### src/rtl/inst_loader_pkg.sv
// Shared types for the instruction loader.
// State encoding and instruction-memory geometry.
package inst_loader_pkg;

  typedef enum logic [2:0] {
    S_IDLE,
    S_HDR,
    S_DATA,
    S_WRITE,
    S_DONE,
    S_ERR
  } state_e;

  localparam int IMEM_ADDR_W = 8;

endpackage

### src/rtl/inst_loader_if.sv
// Byte stream in, instruction-memory write port out.
// The loader takes the slave side.
interface inst_loader_if
  import inst_loader_pkg::*;
#(
  parameter int ADDR_W = IMEM_ADDR_W
);

  logic              byte_valid;
  logic [7:0]        byte_data;
  logic              byte_ready;
  logic              mem_we;
  logic [ADDR_W-1:0] mem_addr;
  logic [31:0]       mem_wdata;

  modport master (
    output byte_valid,
    output byte_data,
    input  byte_ready,
    input  mem_we,
    input  mem_addr,
    input  mem_wdata
  );

  modport slave (
    input  byte_valid,
    input  byte_data,
    output byte_ready,
    output mem_we,
    output mem_addr,
    output mem_wdata
  );

endinterface

### src/rtl/inst_loader_timeout.sv
// Clearable saturating idle-cycle counter.
// Flags expiry once TIMEOUT cycles pass; 0 disables it.
module loader_timeout #(
  parameter int TIMEOUT = 1000000
) (
  input  logic CLK,
  input  logic RST,
  input  logic clr,
  input  logic en,
  output logic expired
);

  localparam int W = (TIMEOUT > 1) ? $clog2(TIMEOUT + 1) : 1;
  localparam logic [W-1:0] LIM = W'(TIMEOUT);

  logic [W-1:0] cnt_q;

  // count idle cycles, saturating at the limit
  always_ff @(posedge CLK or posedge RST) begin
    if (RST) begin
      cnt_q <= '0;
    end else if (clr) begin
      cnt_q <= '0;
    end else if (en && cnt_q != LIM) begin
      cnt_q <= cnt_q + 1'b1;
    end
  end

  assign expired = (TIMEOUT != 0) && (cnt_q == LIM);

endmodule

### src/rtl/inst_loader.sv
// Byte-stream instruction image loader.
// Holds the CPU in reset while filling instruction memory.
module inst_loader
  import inst_loader_pkg::*;
#(
  parameter int ADDR_W    = IMEM_ADDR_W,
  parameter int TIMEOUT   = 1000000,
  parameter bit BOOT_HOLD = 1'b1
) (
  input  logic          CLK,
  input  logic          RST,
  input  logic          load_start,
  inst_loader_if.slave  bus,
  output logic          cpu_rst,
  output logic          busy,
  output logic          load_done,
  output logic          load_err,
  output logic [ADDR_W:0] words_loaded
);

  localparam int TW = ADDR_W + 1;
  localparam logic [ADDR_W:0] FULL =
    {1'b1, {ADDR_W{1'b0}}};

  state_e state_q, state_d;

  logic              ready_q;
  logic              we_q;
  logic [ADDR_W-1:0] addr_q;
  logic [31:0]       wdata_q;
  logic [ADDR_W:0]   words_q;
  logic [ADDR_W:0]   target_q;
  logic [1:0]        idx_q;

  logic xfer;
  logic start;
  logic expired;
  logic last_word;
  logic tmo_en;

  assign xfer      = bus.byte_valid && ready_q;
  assign last_word = (words_q + 1'b1) == target_q;
  assign tmo_en    = (state_q == S_HDR) ||
                     (state_q == S_DATA);

  loader_timeout #(
    .TIMEOUT (TIMEOUT)
  ) u_tmo (
    .CLK     (CLK),
    .RST     (RST),
    .clr     (start || xfer),
    .en      (tmo_en),
    .expired (expired)
  );

  // state register
  always_ff @(posedge CLK or posedge RST) begin
    if (RST) state_q <= S_IDLE;
    else     state_q <= state_d;
  end

  // next-state decode and load-start detection
  always_comb begin
    state_d = state_q;
    start   = 1'b0;
    unique case (state_q)
      S_IDLE, S_DONE, S_ERR: begin
        if (load_start) begin
          start   = 1'b1;
          state_d = S_HDR;
        end
      end
      S_HDR: begin
        if (xfer)         state_d = S_DATA;
        else if (expired) state_d = S_ERR;
      end
      S_DATA: begin
        if (xfer) begin
          if (idx_q == 2'd3) state_d = S_WRITE;
        end else if (expired) begin
          state_d = S_ERR;
        end
      end
      S_WRITE: begin
        state_d = last_word ? S_DONE : S_DATA;
      end
      default: state_d = S_IDLE;
    endcase
  end

  // registered status outputs follow the next state
  always_ff @(posedge CLK or posedge RST) begin
    if (RST) begin
      ready_q   <= 1'b0;
      we_q      <= 1'b0;
      busy      <= 1'b0;
      load_done <= 1'b0;
      load_err  <= 1'b0;
      cpu_rst   <= BOOT_HOLD;
    end else begin
      ready_q   <= (state_d == S_HDR) ||
                   (state_d == S_DATA);
      we_q      <= (state_d == S_WRITE);
      busy      <= (state_d == S_HDR)  ||
                   (state_d == S_DATA) ||
                   (state_d == S_WRITE);
      load_done <= (state_d == S_DONE);
      load_err  <= (state_d == S_ERR);
      unique case (1'b1)
        (state_d == S_DONE): cpu_rst <= 1'b0;
        (state_d == S_IDLE): cpu_rst <= BOOT_HOLD;
        default:             cpu_rst <= 1'b1;
      endcase
    end
  end

  // word assembly, header latch and address counter
  always_ff @(posedge CLK or posedge RST) begin
    if (RST) begin
      addr_q   <= '0;
      wdata_q  <= '0;
      words_q  <= '0;
      target_q <= '0;
      idx_q    <= '0;
    end else if (start) begin
      addr_q  <= '0;
      words_q <= '0;
      idx_q   <= '0;
    end else begin
      unique case (state_q)
        S_HDR: begin
          if (xfer) begin
            target_q <= (bus.byte_data == 8'd0) ?
                        FULL : TW'(bus.byte_data);
          end
        end
        S_DATA: begin
          if (xfer) begin
            wdata_q <= {wdata_q[23:0], bus.byte_data};
            idx_q   <= idx_q + 2'd1;
          end
        end
        S_WRITE: begin
          words_q <= words_q + 1'b1;
          addr_q  <= addr_q + 1'b1;
        end
        default: ;
      endcase
    end
  end

  assign bus.byte_ready = ready_q;
  assign bus.mem_we     = we_q;
  assign bus.mem_addr   = addr_q;
  assign bus.mem_wdata  = wdata_q;
  assign words_loaded   = words_q;

endmodule

### src/flat_wrapper.sv
// flat-port wrapper written by rule: the top's interface ports become plain ports
module inst_loader_flat import inst_loader_pkg::*;
#(
  parameter int ADDR_W    = IMEM_ADDR_W,
  parameter int TIMEOUT   = 1000000,
  parameter bit BOOT_HOLD = 1'b1
)
  (CLK, RST, load_start, cpu_rst, busy, load_done, load_err, words_loaded, bus_byte_valid, bus_byte_data, bus_byte_ready, bus_mem_we, bus_mem_addr, bus_mem_wdata);
  inst_loader_if #(.ADDR_W(ADDR_W)) bus_i ();
  input  logic CLK;
  input  logic RST;
  input  logic load_start;
  output logic cpu_rst;
  output logic busy;
  output logic load_done;
  output logic load_err;
  output logic [ADDR_W:0] words_loaded;
  input wire logic [$bits(bus_i.byte_valid)-1:0] bus_byte_valid;
  input wire logic [$bits(bus_i.byte_data)-1:0] bus_byte_data;
  output wire logic [$bits(bus_i.byte_ready)-1:0] bus_byte_ready;
  output wire logic [$bits(bus_i.mem_we)-1:0] bus_mem_we;
  output wire logic [$bits(bus_i.mem_addr)-1:0] bus_mem_addr;
  output wire logic [$bits(bus_i.mem_wdata)-1:0] bus_mem_wdata;
  assign bus_i.byte_valid = bus_byte_valid;
  assign bus_i.byte_data = bus_byte_data;
  assign bus_byte_ready = bus_i.byte_ready;
  assign bus_mem_we = bus_i.mem_we;
  assign bus_mem_addr = bus_i.mem_addr;
  assign bus_mem_wdata = bus_i.mem_wdata;
  inst_loader #(.ADDR_W(ADDR_W), .TIMEOUT(TIMEOUT), .BOOT_HOLD(BOOT_HOLD)) u_core (.CLK(CLK), .RST(RST), .load_start(load_start), .bus(bus_i), .cpu_rst(cpu_rst), .busy(busy), .load_done(load_done), .load_err(load_err), .words_loaded(words_loaded));
endmodule
### config.mk
export PLATFORM = sky130hd
export DESIGN_NAME = inst_loader_flat
export DESIGN_NICKNAME = d
export VERILOG_FILES = /design/src/rtl/inst_loader_pkg.sv /design/src/rtl/inst_loader_if.sv /design/src/rtl/inst_loader_timeout.sv /design/src/rtl/inst_loader.sv /design/src/flat_wrapper.sv
export SDC_FILE = /design/constraint.sdc
export NUM_CORES = 1
export LEC_CHECK = 0
export ABC_AREA = 1
export BUFFER_PORTS_ARGS = -buffer_cell sky130_fd_sc_hd__buf_2
export CORE_MARGIN = 2
export CORE_UTILIZATION = 35
export DETAILED_ROUTE_END_ITERATION = 6
export PLACE_DENSITY = 0.65
export SLEW_MARGIN = 5
export SYNTH_ARGS = -nofsm -noshare
export SYNTH_HDL_FRONTEND = slang
export SYNTH_SLANG_ARGS = --single-unit
### constraint.sdc
create_clock -name CLK -period 3.05 [get_ports CLK]
set_input_delay 0.61 -clock CLK [delete_from_list [all_inputs] [get_ports CLK]]
set_output_delay 0.61 -clock CLK [all_outputs]
set_load 0.03 [all_outputs]
==> impl_metrics.tcl, run 1 <==
set metrics [dict create \
    cts-root-buf "clkbuf_16" \
    p_leak_nw 2.72 \
    grt_pass1_wl_mm 18.3 \
    viasPerCell 4.82 \
    antenna_found_initial 0 \
    period_share 0.690 \
    clk_transition_reported_paths_ns 0.07 \
    rsz0062_at_grt "no" \
    final_hold_viol_count 0 \
    switchingPower_mw 1.99 \
    postCtsSetupBuffers 0 \
    post_cts_resize_count 0 \
    layout.nets 656 \
    first_pass_iters 4 \
    ir_worst_vdd_uv 416 \
    port_buffers 66 \
    syn_nets 585 \
    core_um2 12500 \
    ys_ff_latch 89 \
    grt_pass1_vias 3912 \
    cp-end-kind "flop" \
    drive_above_1_share 0.185 \
    tritoncts "done" \
    dieArea_um2 13600 \
    synth_cell_types 29 \
    worst-path-max-fanout 7 \
    slew_violations 0 \
    final_util 0.426 \
    fp.dieH_um 116 \
    grt_start_max_net_pins 43 \
    hold_class "input port to asynchronous set/reset pin" \
    max_clock_freq_mhz 475 \
    htree_levels 3 \
    power_density_nw_per_um2 893 \
    power.share.clock 0.257 \
    fin_hold_ws_ns 0.199 \
    syn-cell-area_um2 4430 \
    synth-main-ff-cell "dfrtp_1" \
    arrival_ns 2.35 \
    power.share.combinational 0.373 \
    yosysSeqAreaShare 0.503 \
    area_delta_synth_final_pct 19.8 \
    startpoint_type "flop" \
    remaining_drc_errors 0 \
    fin_tns_setup_ns 0 \
    relSlewSlack 0.603 \
    p_int_mw 2.75 \
    min_period_ns 2.11 \
    antenna_left 0 \
    drtIter0Drc 273 \
    clock_latency_ns 0.35 \
    hold_buffers 0 \
    clk_path_buf_depth 2 \
    gp_congestion 0.908 \
    wl_mm 10.6 \
    ys_async_sr_fraction 1.00 \
    hpwl_mm 7.76 \
    grtUsageTotal 0.172 \
    synth_edf_count 0 \
    cts_inserted_buffers 9 \
    final.setup_skew_ns 0.00828 \
    n_antenna_cell 0 \
    path_class "flop to flop" \
    syn_inst 568 \
    drv_cap 0 \
    dieWidth_um 116 \
    avgSynthCellArea_um2 7.80 \
    start_util 0.355 \
    rows 41 \
    ys_warn_count 0 \
    dr_total_vias 3930 \
    max_slew.worst_pin.slew_ns 0.590 \
    grt_remaining_overflow 0 \
    wire_per_inst_um 13.0 \
    finalSetupViolations 0 \
    outcome "completed" \
    numClockSinks 89 \
    num_io_pins 67 \
    worstPathRequired_ns 3.30 \
    power_frac_seq 0.369 \
    sw_frac_of_total 0.420 \
]
## metrics by stage
step	instances	setup WS, ns	power, mW	instance area (um2)
3_3_place_gp	800	0.978	3.52	4980
6_report	816	0.944	4.74	5310
4_1_cts	816	0.931	4.79	5310
2_1_floorplan	568	0.135	3.02	4430
3_5_place_dp	800	0.948	3.56	4980
5_1_grt	816	0.657	5.07	5310
## cell families (layout without fill, tap and decap cells)
| group | Yosys count | in the layout | synth area share |
|---|---|---|---|
| XOR/XNOR | 6 | 6 | 0.0119 |
| flip-flops | 89 | 89 | 0.503 |
| AND/OR/NAND/NOR | 301 | 301 | 0.305 |
| AO/OA/AOI/OAI | 71 | 71 | 0.0825 |
| buffers and inverters | 96 | 172 | 0.0831 |
| adder cells (fa/ha/maj) | 5 | 5 | 0.0141 |
## cells in the final DEF (no fill, tap or decap), types with 7 or more instances in the layout
master,n
nand2_2,7
clkbuf_16,9
nor3_1,12
nor2_1,32
inv_1,74
nand3_1,48
inv_2,10
nand4_1,16
a21oi_1,7
buf_2,66
o21ai_0,55
nand2_1,164
dfrtp_1,88
## final timing paths
path / from / endpoint / slack (ns) / cells past startpoint
min in group CLK: u_core.bus.mem_wdata[27] / u_core.bus.mem_wdata[27] / 0.48 / 2
max: u_core.words_loaded[0] / u_core.busy / 0.94 / 12
min reg2reg: u_core.bus.mem_wdata[27] / u_core.bus.mem_wdata[27] / 0.48 / 2
max reg2reg: u_core.words_loaded[0] / u_core.busy / 0.94 / 12
max in group asynchronous: RST / u_core.bus.mem_wdata[3] / 2.14 / 3
min: RST / u_core.u_tmo.cnt_q[7] / 0.20 / 2
## synth_stat cells (7+ instances only)
| master | instances | area [um2] |
|---|---|---|
| a21oi_1 | 7 | 35.0 |
| nor3_1 | 12 | 60.1 |
| clkbuf_1 | 7 | 26.3 |
| o21ai_0 | 55 | 275 |
| inv_1 | 75 | 282 |
| nand2_1 | 164 | 616 |
| nand2_2 | 7 | 43.8 |
| dfrtp_1 | 88 | 2200 |
| inv_2 | 10 | 37.5 |
| nand4_1 | 16 | 100 |
| nand3_1 | 48 | 240 |
| nor2_1 | 32 | 120 |
## metal layers
| layer | wire, um | GRT usage |
|---|---|---|
| met5 | 0 | 0 |
| met2 | 5210 | 0.283 |
| met1 | 4740 | 0.217 |
| met4 | 201 | 0.0683 |
| met3 | 425 | 0.0426 |
## sequential cells by signal, indices dropped and copies added (netlist names)
name	cells
u_core.busy	1
u_core.u_tmo.cnt_q	20
u_core.target_q	9
u_core.bus.mem_wdata	32
u_core.load_done	1
u_core.state_q	3
u_core.bus.mem_addr	8
u_core.cpu_rst	1
u_core.load_err	1
u_core.idx_q	2
u_core.bus.mem_we	1
u_core.bus.byte_ready	1
u_core.words_loaded	9
## area by class of cell
cell class              instances  area (um2)
fillers                      1246        7160
flip-flops and latches         89        2230
multi-input cells             383        1830
repair buffers                 71         380
inverters                      85         320
clock buffers                  11         243
well taps                     172         215
clock inverters                 5        86.3
## power groups by stage
stage / Combinational, mW / Sequential, mW / Clock [mW]
2_1_floorplan: 0.820 / 2.20 / 0
3_3_place_gp: 1.76 / 1.77 / 0
3_5_place_dp: 1.79 / 1.77 / 0
4_1_cts: 1.79 / 1.76 / 1.24
5_1_grt: 1.98 / 1.80 / 1.29
6_report: 1.77 / 1.75 / 1.22
## worst max-delay path, stage by stage, from the launching register on
cell     delay [ns]
dfrtp_1        0.51
ha_1           0.31
nand2_1        0.16
o21ai_1        0.21
nand2_1        0.11
nand2_1        0.07
nand3_1        0.09
nor2_1         0.14
nand3_1        0.13
nand3_2        0.12
inv_2          0.06
nand2_1        0.05
inv_1          0.04
Power figures use the tool's default switching activity.
==> run 2, diff against run 1 <==
==> constraint.sdc (replaced) <==
create_clock -name CLK -period 1.7 [get_ports CLK]
set_input_delay 0.34 -clock CLK [delete_from_list [all_inputs] [get_ports CLK]]
set_output_delay 0.34 -clock CLK [all_outputs]
set_load 0.03 [all_outputs]
==> run 2 against run 1 <==
Effect of this change:
- the flow now finishes with violations (setup timing)
- cell count grew 5.8%
- global-route usage about the same
- wire length grew 7.6%
- hold slack improved by 0.031 ns
- clock power grew 67%
- non-clock buffer count up 46
- flip-flop and latch count did not move
- first-iteration DRC count fell by 6.2%
- via count grew 5.0%
- die area unchanged
- critical endpoint unchanged
==> impl_metrics.tcl, run 2 (synthesized netlist as in run 1, its figures left out) <==
set metrics [dict create \
    final.setup_skew_ns 0.00444 \
    hold_class "input port to flop" \
    layout.nets 703 \
    grt_start_max_net_pins 42 \
    r2r_slack_ns -0.10 \
    cts_inserted_buffers 9 \
    p_leak_nw 2.97 \
    rsz0062_at_grt "yes" \
    n_antenna_cell 0 \
    dieArea_um2 13600 \
    dieWidth_um 116 \
    start_util 0.355 \
    fin_ws_ns -0.100 \
    htree_levels 3 \
    final_util 0.472 \
    drv_cap 0 \
    fill_cells 1211 \
    wl_mm 11.4 \
    cts-root-buf "clkbuf_16" \
    finalSetupViolations 6 \
    ir_worst_vdd_uv 656 \
    worst-path-max-fanout 4 \
    dr_total_vias 4125 \
    remaining_drc_errors 0 \
    grt_pass1_vias 3910 \
    min_delay_path_depth 3 \
    drtIter0Drc 256 \
    area_delta_synth_final_pct 32.9 \
    slew_violations 0 \
    numClockSinks 89 \
    worstPathRequired_ns 1.95 \
    dp.cells 830 \
    gp_congestion 0.888 \
    drive_above_1_share 0.301 \
    max_slew.worst_pin.slew_ns 0.523 \
    rows 41 \
    outcome "finished with violations" \
    viasPerCell 4.78 \
    final_cells 863 \
    tritoncts "done" \
    grt-busiest-layer "met2" \
    antenna_left 0 \
    worst-r2r-cell-count 10 \
    port_buffers 66 \
    num_io_pins 67 \
    violations "setup timing" \
    relSlewSlack 0.651 \
    fp.dieH_um 116 \
    clk_transition_reported_paths_ns 0.06 \
    use_met2 0.281 \
    grt_pass1_wl_mm 18.3 \
    period_share 1.06 \
    antenna_found_initial 0 \
    clk_path_buf_depth 2 \
    path_class "flop to flop" \
    grtUsageTotal 0.172 \
    min_period_ns 1.80 \
    startpoint_type "flop" \
    first_pass_iters 5 \
    wire_per_inst_um 13.2 \
    largest_register_ffs 32 \
    power_density_nw_per_um2 1550 \
    clock_latency_ns 0.35 \
    hpwl_mm 8.18 \
    use_met1 0.228 \
    arrival_ns 2.05 \
    met3_usage 0.0472 \
    final_common_cell "nand2_1" \
    grt_remaining_overflow 0 \
    cp-end-kind "flop" \
    max_clock_freq_mhz 556 \
    core_um2 12500 \
    final_hold_viol_count 0 \
    final_cell_mix "nand2_1 (155), dfrtp_1 (82), inv_1 (70)" \
]
-- run 2: cell count changes in the layout (fill, tap and decap cells not counted), sizes merged --
cell         change
buf             +45
clkinvlp         +2
bufinv           -1
clkbuf           -1
dlygate4sd3      +1
nor2             +1
-- run 2: cell type report --
| cell class | instances | area [um2] | area share |
|---|---|---|---|
| inverter | 85 | 323 | 0.0548 |
| clock buffer | 10 | 239 | 0.0406 |
| tap | 172 | 215 | 0.0366 |
| sequential | 89 | 2240 | 0.380 |
| clock inverter | 6 | 65.1 | 0.0111 |
| timing repair buffer | 117 | 773 | 0.131 |
| multi-input combinational | 384 | 2030 | 0.346 |
-- run 2: what timing repair did --
action                     CTS  global route
gates resized for setup      3            48
hold buffers                 1             0
gates cloned                 0             1
hold endpoints to repair    13             0
setup endpoints to repair   10            40
setup buffers                3            12
pin swaps                    2            16
-- run 2: final timing paths --
path / from / end
worst max-delay path: u_core.u_tmo.cnt_q[1] / u_core.busy
worst min-delay path: bus_byte_data[2] / u_core.target_q[2]
worst max register to register: u_core.u_tmo.cnt_q[1] / u_core.busy
worst min register to register: u_core.bus.mem_wdata[31] / u_core.bus.mem_wdata[31]
max in group asynchronous: RST / u_core.cpu_rst
min in group asynchronous: RST / u_core.bus.mem_wdata[21]
-- run 2: metal layers --
metal | up-vias | share of wire
met5 | - | 0
met4 | 0 | 0.012
met3 | 13 | 0.050
met2 | 104 | 0.49
met1 | 1949 | 0.45
li1 | 2059 | -
-- run 2: critical path, cell delays in order (launching register included) --
cell	delay (ns)
dfrtp_1	0.41
inv_2	0.09
ha_4	0.12
nand3_2	0.08
nor2_2	0.14
buf_4	0.13
nand3_4	0.10
o22ai_1	0.37
nand3_4	0.14
nand2_1	0.09
inv_1	0.04
-- run 2: report_power, final --
part / switching (mW) / internal (mW) / total (mW)
combinational: 2.61 / 1.30 / 3.91
clock: 0.856 / 1.18 / 2.04
sequential: 0.435 / 2.72 / 3.16
-- run 2: stage by stage --
step           power [mW]  setup WS (ns)  area, um2  hold WS [ns]  setup TNS (ns)
3_3_place_gp         6.61       -0.00411       5250         0.348        -0.00411
6_report             9.11         -0.100       5890         0.230          -0.396
3_5_place_dp         6.69        -0.0474       5250         0.353          -0.206
5_1_grt              9.70         -0.209       5890         0.240           -1.38
4_1_cts              8.79        -0.0327       5600         0.220          -0.118
2_1_floorplan        5.44       -0.00359       4460         0.457        -0.00359
